File: config.mk
export PLATFORM = sky130hd
export DESIGN_NAME = bit_serializer
export DESIGN_NICKNAME = d
export VERILOG_FILES = /design/src/rtl/bit_serializer.sv
export SDC_FILE = /design/constraint.sdc
export NUM_CORES = 1
export LEC_CHECK = 0
export ABC_CLOCK_PERIOD_IN_PS = 1900
export CORE_MARGIN = 4
export CORE_UTILIZATION = 48
export DETAILED_ROUTE_END_ITERATION = 8
export PLACE_DENSITY = 0.87
export SYNTH_ARGS = -nofsm -noshare
export SYNTH_HDL_FRONTEND = slang
export SYNTH_SLANG_ARGS = --single-unit
File: constraint.sdc
create_clock -name clk -period 1.9 [get_ports clk]
set_input_delay 0.475 -clock clk [delete_from_list [all_inputs] [get_ports clk]]
set_output_delay 0.475 -clock clk [all_outputs]
set_load 0.02 [all_outputs]
File: src/rtl/bit_serializer.sv
// Parallel-to-serial converter: shifts WIDTH-bit words out on a one bit per cycle,
// with a one-word pending buffer so back-to-back words stream without gaps.
module bit_serializer #(
    parameter int WIDTH     = 8,
    parameter bit MSB_FIRST = 1'b1,
    parameter bit IDLE_BIT  = 1'b0,
    parameter int WCNT_W    = 16
) (
    input  logic              clk,
    input  logic              reset,
    input  logic              in_valid,
    input  logic [WIDTH-1:0]  in_data,
    output logic              in_ready,
    output logic              a,
    output logic              a_valid,
    output logic              a_last,
    output logic [WCNT_W-1:0] word_cnt
);

    localparam int CNT_W = (WIDTH > 2) ? $clog2(WIDTH) : 1;
    localparam logic [CNT_W-1:0]  CNT_MAX  = CNT_W'(WIDTH - 1);
    localparam logic [WCNT_W-1:0] WCNT_MAX = {WCNT_W{1'b1}};

    typedef enum logic [0:0] {
        IDLE  = 1'b0,
        SHIFT = 1'b1
    } state_t;

    state_t             state_r, state_s;
    logic [WIDTH-1:0]   sr_r, sr_s;
    logic [WIDTH-1:0]   pend_r, pend_s;
    logic               pend_full_r, pend_full_s;
    logic [CNT_W-1:0]   cnt_r, cnt_s;
    logic [WCNT_W-1:0]  word_cnt_r, word_cnt_s;
    logic               accept_s;
    logic               last_s;

    function automatic logic [WIDTH-1:0] shift_once(input logic [WIDTH-1:0] v);
        if (MSB_FIRST) begin
            return {v[WIDTH-2:0], 1'b0};
        end else begin
            return {1'b0, v[WIDTH-1:1]};
        end
    endfunction

    function automatic logic out_bit(input logic [WIDTH-1:0] v);
        if (MSB_FIRST) begin
            return v[WIDTH-1];
        end else begin
            return v[0];
        end
    endfunction

    // Handshake and stream outputs decode registered state only.
    assign in_ready = ~pend_full_r;
    assign accept_s = in_valid & ~pend_full_r;
    assign a_valid  = (state_r == SHIFT);
    assign last_s   = (state_r == SHIFT) && (cnt_r == CNT_MAX);
    assign a_last   = last_s;
    assign a        = (state_r == SHIFT) ? out_bit(sr_r) : IDLE_BIT;
    assign word_cnt = word_cnt_r;

    // Next-state: load, shift, pending-buffer reload/bypass and saturating word count.
    always_comb begin
        state_s     = state_r;
        sr_s        = sr_r;
        cnt_s       = cnt_r;
        pend_s      = pend_r;
        pend_full_s = pend_full_r;
        word_cnt_s  = word_cnt_r;
        case (state_r)
            IDLE: begin
                if (accept_s) begin
                    sr_s    = in_data;
                    cnt_s   = {CNT_W{1'b0}};
                    state_s = SHIFT;
                end else begin
                    state_s = IDLE;
                end
            end
            SHIFT: begin
                if (last_s) begin
                    if (word_cnt_r != WCNT_MAX) begin
                        word_cnt_s = word_cnt_r + WCNT_W'(1);
                    end else begin
                        word_cnt_s = word_cnt_r;
                    end
                    // Pending word wins; in_ready is low then, so no accept can collide.
                    if (pend_full_r) begin
                        sr_s        = pend_r;
                        pend_full_s = 1'b0;
                        cnt_s       = {CNT_W{1'b0}};
                    end else if (accept_s) begin
                        sr_s  = in_data;
                        cnt_s = {CNT_W{1'b0}};
                    end else begin
                        state_s = IDLE;
                    end
                end else begin
                    sr_s  = shift_once(sr_r);
                    cnt_s = cnt_r + CNT_W'(1);
                    if (accept_s) begin
                        pend_s      = in_data;
                        pend_full_s = 1'b1;
                    end else begin
                        pend_full_s = pend_full_r;
                    end
                end
            end
            default: begin
                state_s = IDLE;
            end
        endcase
    end

    // State registers with asynchronous reset.
    always_ff @(posedge clk or posedge reset) begin
        if (reset) begin
            state_r     <= IDLE;
            sr_r        <= {WIDTH{1'b0}};
            cnt_r       <= {CNT_W{1'b0}};
            pend_r      <= {WIDTH{1'b0}};
            pend_full_r <= 1'b0;
            word_cnt_r  <= {WCNT_W{1'b0}};
        end else begin
            state_r     <= state_s;
            sr_r        <= sr_s;
            cnt_r       <= cnt_s;
            pend_r      <= pend_s;
            pend_full_r <= pend_full_s;
            word_cnt_r  <= word_cnt_s;
        end
    end

endmodule

==> reports/results.tsv, run 1 <==
stage	metric	value	unit
setup_path	worst reg2reg startpoint	cnt_r[0]	
cells_and_area	nets	224	
timing	crit share post-route	98.3	%
logic_synthesis	Mapped Cells	170	
timing	Peak Freq	536	MHz
die	# IOs	31	
power	pwr dens	1220	nW/um2
cts	clk slew on worst S/H paths	0.07	ns
logic_synthesis	Synth Flop Type	dfrtp_1	
global_route	first-pass GRT wire length	6540	um
logic_synthesis	Synth area leaders	dfrtp_1, mux2_2, xor2_1	
power	Tot Pwr	2.97	mW
die	total core area	3740	um2
cells_and_area	ant diodes	0	
cts	TritonCTS Sinks	37	
detailed_routing	DRC Markers	0	
cts	CTS tree	done	
detailed_routing	wire per inst	15.1	um
die	Die Span Y	71.1	um
logic_synthesis	synthesized area	1910	um2
min_path	HP Start	pend_r[7]	
logic_synthesis	post-synthesis cell type count	38	
cts	clock tree buffer depth	2	
detailed_routing	Via Count	1437	
logic_synthesis	sequential-to-total area share from yosys stat	48.4	%
logic_synthesis	Async S/R FF share, synth	100	%
timing	final worst path period need	1.87	ns
global_route	vias in the first global route	1354	
die	cell row count	22	
cells_and_area	FILL cells	298	
logic_synthesis	Synth area leader	dfrtp_1	
detailed_routing	Initial DRC Count	111	
logic_synthesis	Syn Area/Cell	11.3	um2
setup_path	CP required	1.42	ns
timing	worst relative slew slack	69.6	%
min_path	hold crit path type	register to register	
status	outcome	finished clean	
cells_and_area	Finished Cell Area	2440	um2
cts	clock root buffer	clkbuf_8	
timing	Setup Skew	0.00910	ns
cts	H-Tree Depth	2	
logic_synthesis	Synth Register Bits	37	
placed_design	Routability Congestion	0.846	
logic_synthesis	Post-synth EDFFs	0	
power	leakage power	1.21	nW
detailed_routing	Pre-antenna DRT Iters	4	
cts	clock buffer count from CTS	5	
placed_design	DP Area	2330	um2
global_route	gr ovfl total	0	
logic_synthesis	yosys warns	0	
cells_and_area	commonest non-fill, non-tap cell in the layout	dfrtp_1	
die	Initial Util	51.1	%
setup_path	element type at the critical path end	primary output	
global_route	gr usage total	16.7	%
placed_design	Placed Cells	251	
die	DIE AREA	5060	um2
cells_and_area	ratio of cells with drive above 1 in the final layout	23.2	%
setup_path	Setup crit start	cnt_r[0]	
setup_path	Crit Path Class	register to primary output	
global_route	antenna violations before repair	0	
setup_path	worst path arrival time	1.39	ns
timing	max-slew violations	0	
timing	Setup violations, final	0	
setup_path	type of origin of the critical path	register	
cells_and_area	non-filler cells, final	259	
timing	RSZ-0062 raised after global routing	yes	
cells_and_area	most frequent cells in the layout	dfrtp_1, clkdlybuf4s50_1, mux2_2	
detailed_routing	Final ANT Viol Nets	0	
flow_run	max_cap viols	0	
cts	Post-CTS Hold Buffers	0	
cells_and_area	Area growth, synth to finish	27.5	%
power	worst vdd ir	0.638	mV
die	die width	71.1	um
timing	Slew @ Worst Pin	0.456	ns
setup_path	worst-path fanout max	2	
global_route	largest net degree at the start of global routing	38	
placed_design	hpwl dp	2800	um
logic_synthesis	post-synth net total	184	
cts	Worst-Skew Late Latency	0.30	ns
timing	Final Hold Vio Count	0	
detailed_routing	Routed WL	3910	um
logic_synthesis	Yosys top cell area share	48.4	%
detailed_routing	post-DR vias/cell	5.55	
placed_design	Buffers on Ports	30	
## layer usage
layer | vias up | GRT usage, % | part of all wire [%]
li1 | 703 | - | -
met1 | 691 | 23.0 | 46
met2 | 36 | 24.0 | 47
met3 | 7 | 3.27 | 4.5
met4 | 0 | 10.2 | 2.6
met5 | - | 0 | 0
## what timing repair did
item,in CTS,in global routing
pin swaps,0,1
gates resized for setup,11,10
setup endpoints to repair,7,17
buffers inserted,0,0
## metrics by stage
step / setup WS [ns] / utilization, % / hold slack, ns / TNS, ns
final: 0.0331 / 65.1 / 0.503 / 0
after global routing: -0.0330 / 65.1 / 0.531 / -0.0330
after CTS: 0.00173 / 64.0 / 0.508 / 0
after detailed placement: -0.0262 / 62.1 / 0.490 / -0.174
after global placement: -0.00308 / 62.1 / 0.482 / -0.0171
after floorplan: 0.0897 / - / 0.468 / 0
## kinds of logic after synthesis
family | count (synthesis) | share of synthesized area (%)
DFF | 37 | 48.4
adders and majority gates | 3 | 1.96
and+or+nand+nor | 54 | 19.4
buffers and inverters | 12 | 2.81
muxes | 19 | 11.3
xor gates and xnor gates | 13 | 5.95
AOI/OAI and AO/OA | 32 | 10.2
## worst max-delay path, stage by stage, from the launching register on
cell and delay (ns):
dfrtp_1 0.38, ha_1 0.20, ha_1 0.20, nand2_1 0.10, inv_1 0.06, buf_2 0.16
## power by group
| group | leakage, nW | internal [mW] | total, mW | switching [mW] |
|---|---|---|---|---|
| logic | 0.693 | 0.655 | 1.22 | 0.566 |
| registers | 0.468 | 1.04 | 1.22 | 0.185 |
| clock network | 0.0450 | 0.254 | 0.530 | 0.276 |
| total | 1.21 | 1.94 | 2.97 | 1.03 |
## Yosys cell counts, types with 3 or more instances
cell      count
nand2b_1      4
o22ai_1       8
nand3b_1      7
nor3_1        5
xnor2_1       3
ha_1          3
xor2_1       10
inv_1         5
o21ai_0       9
clkbuf_1      3
a21oi_1       8
nand3_1      12
nand2_1       8
dfrtp_1      37
mux2_2       17
## sequential cells by signal, indices dropped and copies added (netlist names)
register	count
word_cnt	16
pend_full_r	1
sr_r	8
cnt_r	3
pend_r	8
a_valid	1
## cell type report
class | count | area, um2 | share of cell area [%]
clock buffer | 6 | 72.6 | 2.98
timing repair buffer | 40 | 389 | 16.0
tap | 48 | 60.1 | 2.46
clock inverter | 2 | 10.0 | 0.410
sequential | 37 | 927 | 38.0
inverter | 5 | 18.8 | 0.770
multi-input combinational | 121 | 961 | 39.4
## worst paths after layout
kind / slack [ns] / cells after the start / end
worst max-delay path: 0.03 / 5 / a_last
worst min-delay path: 0.50 / 1 / pend_r[7]
worst min register to register: 0.50 / 1 / pend_r[7]
max in group asynchronous: 0.97 / 3 / a_valid
min in group asynchronous: 0.59 / 3 / sr_r[6]
worst max register to register: 0.09 / 6 / pend_r[2]
(Power assumes the default switching activity.)
==> run 2: changes to the inputs <==
--- a/config.mk
+++ b/config.mk
@@ -6,6 +6,7 @@
 export NUM_CORES = 1
 export LEC_CHECK = 0
 export ABC_CLOCK_PERIOD_IN_PS = 1900
+export CAP_MARGIN = 20
 export CORE_MARGIN = 4
 export CORE_UTILIZATION = 48
 export DETAILED_ROUTE_END_ITERATION = 8
==> results of run 2 <==
Same layout as run 1: the final DEF is identical, and so are final timing and power.
